## config.mk

```make
export PLATFORM = sky130hd
export DESIGN_NAME = seg_display_scanner
export DESIGN_NICKNAME = d
export VERILOG_FILES = /design/src/rtl/display_pkg.sv /design/src/rtl/seg7_decode.sv /design/src/rtl/seg_display_scanner.sv
export SDC_FILE = /design/constraint.sdc
export NUM_CORES = 1
export LEC_CHECK = 0
export ABC_AREA = 0
export BUFFER_PORTS_ARGS = -buffer_cell sky130_fd_sc_hd__buf_4
export CAP_MARGIN = 25
export CORE_ASPECT_RATIO = 1.5
export CORE_MARGIN = 4
export CORE_UTILIZATION = 55
export CTS_CLUSTER_SIZE = 10
export DETAILED_ROUTE_END_ITERATION = 16
export PLACE_DENSITY = 0.87
export SLEW_MARGIN = 10
export SYNTH_ARGS = -nofsm -noshare
export SYNTH_HDL_FRONTEND = slang
export SYNTH_SLANG_ARGS = --single-unit
```

## constraint.sdc

```tcl
create_clock -name clk -period 3.11 [get_ports clk]
set_input_delay 0.7775 -clock clk [delete_from_list [all_inputs] [get_ports clk]]
set_output_delay 0.7775 -clock clk [all_outputs]
set_load 0.005 [all_outputs]
```

## src/rtl/display_pkg.sv

```systemverilog
// Shared constants for the seven-segment display scanner: tag codes,
// control-state codes, segment glyphs and the edited-field encoding.
package display_pkg;

  // Tag byte values carried in sign[7:0]
  localparam logic [7:0] TAG_NOW    = 8'h00;
  localparam logic [7:0] TAG_WORK   = 8'h01;
  localparam logic [7:0] TAG_SWITCH = 8'h02;
  localparam logic [7:0] TAG_REMIND = 8'h03;

  // Control-FSM state codes relevant to the display
  localparam logic [6:0] ST_SHUTDOWN = 7'b0000000;
  localparam logic [3:0] SET_PREFIX  = 4'b1111;

  // Segment patterns {g,f,e,d,c,b,a}, active-high
  localparam logic [6:0] SEG_DASH  = 7'h40;
  localparam logic [6:0] SEG_C     = 7'h39;
  localparam logic [6:0] SEG_BLANK = 7'h00;

  // Field being edited in set states, taken from state[1:0]
  typedef enum logic [1:0] {
    FIELD_NONE = 2'b00,
    FIELD_HOUR = 2'b01,
    FIELD_MIN  = 2'b10,
    FIELD_SEC  = 2'b11
  } field_e;

  // One-hot digit enable for a digit index; bit 7 is the leftmost digit
  function automatic logic [7:0] digit_onehot(input logic [2:0] idx);
    digit_onehot = 8'd1 << idx;
  endfunction

endpackage

```

## src/rtl/seg7_decode.sv

```systemverilog
// Combinational BCD nibble to 7-segment decoder; non-decimal nibbles show '-'.
module seg7_decode
  import display_pkg::*;
(
  input  logic [3:0] nibble,
  output logic [6:0] glyph
);

  // Nibble lookup with dash fallback for 0xA..0xF
  always_comb begin
    glyph = SEG_DASH;
    case (nibble)
      4'd0: glyph = 7'h3F;
      4'd1: glyph = 7'h06;
      4'd2: glyph = 7'h5B;
      4'd3: glyph = 7'h4F;
      4'd4: glyph = 7'h66;
      4'd5: glyph = 7'h6D;
      4'd6: glyph = 7'h7D;
      4'd7: glyph = 7'h07;
      4'd8: glyph = 7'h7F;
      4'd9: glyph = 7'h6F;
      default: glyph = SEG_DASH;
    endcase
  end

endmodule

```

## src/rtl/seg_display_scanner.sv

```systemverilog
// Eight-digit multiplexed 7-segment scanner. The display word and control
// state are latched once per frame so a frame never mixes old and new data.
// Each digit slot starts with a short all-off gap to avoid ghosting, and the
// field under edit blinks while the control block is in a set state.
module seg_display_scanner
  import display_pkg::*;
#(
  parameter int CLK_HZ    = 100000000,
  parameter int SCAN_HZ   = 1000,
  parameter int BLINK_HZ  = 2,
  parameter int BLANK_CYC = 16
) (
  input  logic        clk,
  input  logic        rst,
  input  logic [31:0] sign,
  input  logic [6:0]  state,
  output logic [7:0]  an,
  output logic [7:0]  seg
);

  localparam int DIV     = CLK_HZ / SCAN_HZ;
  localparam int HALF    = CLK_HZ / (2 * BLINK_HZ);
  localparam int SLOT_W  = (DIV > 1) ? $clog2(DIV) : 1;
  localparam int BLINK_W = (HALF > 1) ? $clog2(HALF) : 1;

  logic [SLOT_W-1:0]  slot_cnt;
  logic [2:0]         digit_idx;
  logic [31:0]        shadow_sign;
  logic [6:0]         shadow_state;
  logic [BLINK_W-1:0] blink_cnt;
  logic               blink_hidden;

  logic        slot_end;
  logic        blink_end;
  logic        set_mode;
  logic [7:0]  tag;
  logic [3:0]  nibble;
  logic [6:0]  glyph;
  logic [6:0]  glyph_sel;
  logic        dp;
  logic        edit_digit;
  field_e      field;
  logic [7:0]  an_d;
  logic [7:0]  seg_d;

  assign slot_end  = (slot_cnt == SLOT_W'(DIV - 1));
  assign blink_end = (blink_cnt == BLINK_W'(HALF - 1));
  assign tag       = shadow_sign[7:0];
  assign set_mode  = (shadow_state[6:3] == SET_PREFIX);
  assign field     = field_e'(shadow_state[1:0]);

  // Slot/digit counters; shadow registers reload as the index wraps 7 -> 0
  always_ff @(posedge clk or negedge rst) begin
    if (!rst) begin
      slot_cnt     <= '0;
      digit_idx    <= '0;
      shadow_sign  <= '0;
      shadow_state <= ST_SHUTDOWN;
    end else if (slot_end) begin
      slot_cnt  <= '0;
      digit_idx <= digit_idx + 3'd1;
      if (digit_idx == 3'd7) begin
        shadow_sign  <= sign;
        shadow_state <= state;
      end
    end else begin
      slot_cnt <= slot_cnt + SLOT_W'(1);
    end
  end

  // Free-running blink timer; phase held visible outside set states
  always_ff @(posedge clk or negedge rst) begin
    if (!rst) begin
      blink_cnt    <= '0;
      blink_hidden <= 1'b0;
    end else begin
      blink_cnt <= blink_end ? '0 : blink_cnt + BLINK_W'(1);
      if (!set_mode) begin
        blink_hidden <= 1'b0;
      end else if (blink_end) begin
        blink_hidden <= ~blink_hidden;
      end
    end
  end

  // Select the nibble shown on the current digit
  always_comb begin
    nibble = 4'h0;
    case (digit_idx)
      3'd0: nibble = shadow_sign[11:8];
      3'd1: nibble = shadow_sign[15:12];
      3'd2: nibble = shadow_sign[19:16];
      3'd3: nibble = shadow_sign[23:20];
      3'd4: nibble = shadow_sign[27:24];
      3'd5: nibble = shadow_sign[31:28];
      3'd6: nibble = tag[3:0];
      3'd7: nibble = tag[7:4];
      default: nibble = 4'h0;
    endcase
  end

  seg7_decode u_decode (
    .nibble (nibble),
    .glyph  (glyph)
  );

  // Prefix override, separators, blink masking and slot blanking
  always_comb begin
    glyph_sel  = glyph;
    edit_digit = 1'b0;
    an_d       = '0;
    seg_d      = '0;
    dp         = (digit_idx == 3'd4) || (digit_idx == 3'd2);

    if (digit_idx == 3'd7) begin
      if (tag == TAG_NOW) begin
        glyph_sel = SEG_BLANK;
      end else if (tag <= TAG_REMIND) begin
        glyph_sel = SEG_C;
      end
    end else if (digit_idx == 3'd6) begin
      if (tag == TAG_NOW) begin
        glyph_sel = SEG_BLANK;
      end
    end

    case (field)
      FIELD_HOUR: edit_digit = (digit_idx == 3'd5) || (digit_idx == 3'd4);
      FIELD_MIN:  edit_digit = (digit_idx == 3'd3) || (digit_idx == 3'd2);
      FIELD_SEC:  edit_digit = (digit_idx == 3'd1) || (digit_idx == 3'd0);
      default:    edit_digit = 1'b0;
    endcase

    if ((slot_cnt >= SLOT_W'(BLANK_CYC)) && (shadow_state != ST_SHUTDOWN)) begin
      an_d = digit_onehot(digit_idx);
      if (!(set_mode && blink_hidden && edit_digit)) begin
        seg_d = {dp, glyph_sel};
      end
    end
  end

  // Registered pin drivers
  always_ff @(posedge clk or negedge rst) begin
    if (!rst) begin
      an  <= '0;
      seg <= '0;
    end else begin
      an  <= an_d;
      seg <= seg_d;
    end
  end

endmodule

```

==> summary.md <==
| Metric | Value |
|---|---|
| Core Area | 0.00846 mm^2 |
| Drt drc | 0 |
| Clock Tree Buf Depth | 2 |
| Reg clk slew, reported paths | 0.07 ns |
| Worst endpoint required time | 3.35 ns |
| Nets | 532 |
| Port bufs | 56 |
| Vias in the first global route | 3442 |
| Crit path DAT | 3.04 ns |
| Initial Util | 56.6% |
| Diodes inserted | 0 |
| Depth of the CTS H-tree | 3 |
| Post-synth ARST share | 100% |
| Routed wire length | 9.93 mm |
| Max cap viols | 0 |
| CP Capture Type | flip-flop |
| Post-Syn Instances | 417 |
| Netlist Area Pre-Place | 0.00479 mm^2 |
| Synthesis Warnings | 0 |
| Synthesized area per cell | 11.5 um^2 |
| Clock sinks | 101 |
| Outcome | completed |
| Average wire per standard cell | 16.8 um |
| Fillers | 636 |
| Synth unique cells | 53 |
| RD Place Congestion | 0.889 |
| Initial antenna violation count | 0 |
| Die width | 84.2 um |
| Hpwl dp | 7.22 mm |
| Share of cells above drive strength 1 | 28.2% |
| Post-synthesis sequential area ratio | 52.8% |
| Largest area contributor in the netlist | dfrtp_1 |
| Global-route wire length before repair | 16.6 mm |
| TritonCTS clock tree | yes |
| 1st-pass router iterations | 4 |
| Power Dens Cells | 469 mW/mm^2 |
| Fin Hold WS | 0.481 ns |
| Die ar. | 0.0103 mm^2 |
| Area contributors post-synth | dfrtp_1, mux2_2, ha_1, xor2_1, mux2_4 |
| Worst-Margin Slew | 0.904 ns |
| Most numerous cell in the Yosys netlist | dfrtp_1 |
| Period utilization | 90.1% |
| Fmax | 0.357 GHz |
| DR vias/cell | 5.67 |
| Hold path cells | 1 |
| Total GRT Usage | 20.8% |
| Final setup fails | 0 |
| Initial DRC Count | 201 |
| Hold buffer count at CTS | 0 |
| Largest net degree at the start of global routing | 76 |
| Startpoint types | flip-flop |
| Worst skew pair latency | 0.35 ns |
| R2R depth | 9 |
| Rows | 41 |
| CTS resizes | 0 |
| Setup_tns | 0 ns |
| Worst hold path class | flip-flop to flip-flop |
| Register bit total from synthesis | 101 |
| Root Buffer | clkbuf_16 |
| Syn Nets | 471 |
| Worst VDD drop | 0.303 mV |
| EDFF count, synth | 0 |
| CP Class | flip-flop to flip-flop |
| Clk_skew | 0.0105 ns |
| Crit path max fanout | 7 |
| Yosys top cell area share | 52.8% |
| Relative slew slack | 39.7% |
| Most frequent cells after synthesis | dfrtp_1, nor2_1, nand2_1 |
| Area growth, synth to finish | 17.5% |
| Die height | 122 um |
| Via count | 3345 |
| RSZ-0062 raised after global routing | no |
| Post-CTS Setup Repair Bufs | 0 |
| Clock buffer count from CTS | 9 |
| Slew Limit Fails | 0 |
| Synth Flop Type | dfrtp_1 |
| Fin. Hold Viols | 0 |
| Post-route ant nets | 0 |
| Post-route minimum period | 2.80 ns |
| P_leak | 2.62 nW |
| Ports | 57 |
| Gr ovfl total | 0 |
==> cell usage in the layout (no fill, tap or decap), drive strengths merged, types with 13 or more instances in the layout <==
cell     n
dfrtp  101
buf     63
mux2    42
nor2    38
nand2   37
nand3   20
xor2    18
xnor2   15
ha      13
==> cell type report <==
type / count / area (um^2) / share of cell area (%)
Clock buffer: 10 / 239 / 4.25
Tap cell: 107 / 134 / 2.38
Inverter: 10 / 37.5 / 0.667
Timing Repair Buffer: 63 / 473 / 8.40
Sequential cell: 101 / 2530 / 44.9
Multi-Input combinational cell: 293 / 2160 / 38.3
Clock inverter: 6 / 61.3 / 1.09
==> where the power goes <==
group	switching, mW	leakage, nW	total, mW	internal (mW)
Combinational	0.0611	1.20	0.140	0.0792
Sequential	0.0241	1.27	1.37	1.35
Clock	0.484	0.149	1.13	0.644
Total	0.569	2.62	2.64	2.07
==> flip-flops by register name, indices dropped and copies added (netlist names) <==
| name | flops |
|---|---|
| slot_cnt | 17 |
| blink_cnt | 25 |
| shadow_sign | 32 |
| digit_idx | 3 |
| shadow_state | 7 |
| blink_hidden | 1 |
| seg | 8 |
| an | 8 |
==> path summary, 6_finish.rpt <==
path / slack, ns / startpoint / end
worst max-delay path: 0.31 / digit_idx[0] / seg[3]
worst min-delay path: 0.48 / blink_cnt[0] / blink_cnt[0]
worst max register to register: 0.31 / digit_idx[0] / seg[3]
worst min register to register: 0.48 / blink_cnt[0] / blink_cnt[0]
max in group asynchronous: 1.80 / rst / shadow_sign[29]
min in group asynchronous: 0.55 / rst / blink_cnt[3]
==> per-layer routing <==
layer,vias up,share of wire [%],global-route usage [%]
met3,20,4.2,3.90
met4,0,2.9,10.1
met2,93,54,36.3
met1,1640,39,24.7
met5,-,0,0
li1,1592,-,-
==> worst max-delay path, cell delays in order (launching register included) <==
cell and delay (ns):
dfrtp_1 0.41, ha_1 0.25, ha_1 0.28, or4_4 0.59, nand2b_4 0.19, a31oi_2 0.20
inv_1 0.12, ha_1 0.31, nor2b_1 0.05, o32ai_1 0.27
==> metrics by stage <==
step	power (mW)	area, um^2	setup WS [ns]	std cells	util (%)
finish	2.64	5630	0.308	590	66.5
global route	2.73	5630	0.130	590	66.5
CTS	2.66	5620	0.207	590	66.4
detailed placement	1.54	5320	0.271	574	62.9
global placement	1.53	5320	0.405	574	62.9
floorplan	1.44	4790	0.440	417	-
==> kinds of logic (layout without fill, tap and decap cells) <==
kind of cell | Yosys count | in the layout | synth area share, %
flops | 101 | 101 | 52.8
mux | 44 | 44 | 11.1
fa+ha+maj | 13 | 13 | 3.40
simple gates | 155 | 155 | 17.3
compound gates | 48 | 48 | 7.03
xor+xnor | 33 | 33 | 6.03
buf+inv | 23 | 89 | 2.35
(Power assumes the default switching activity.)
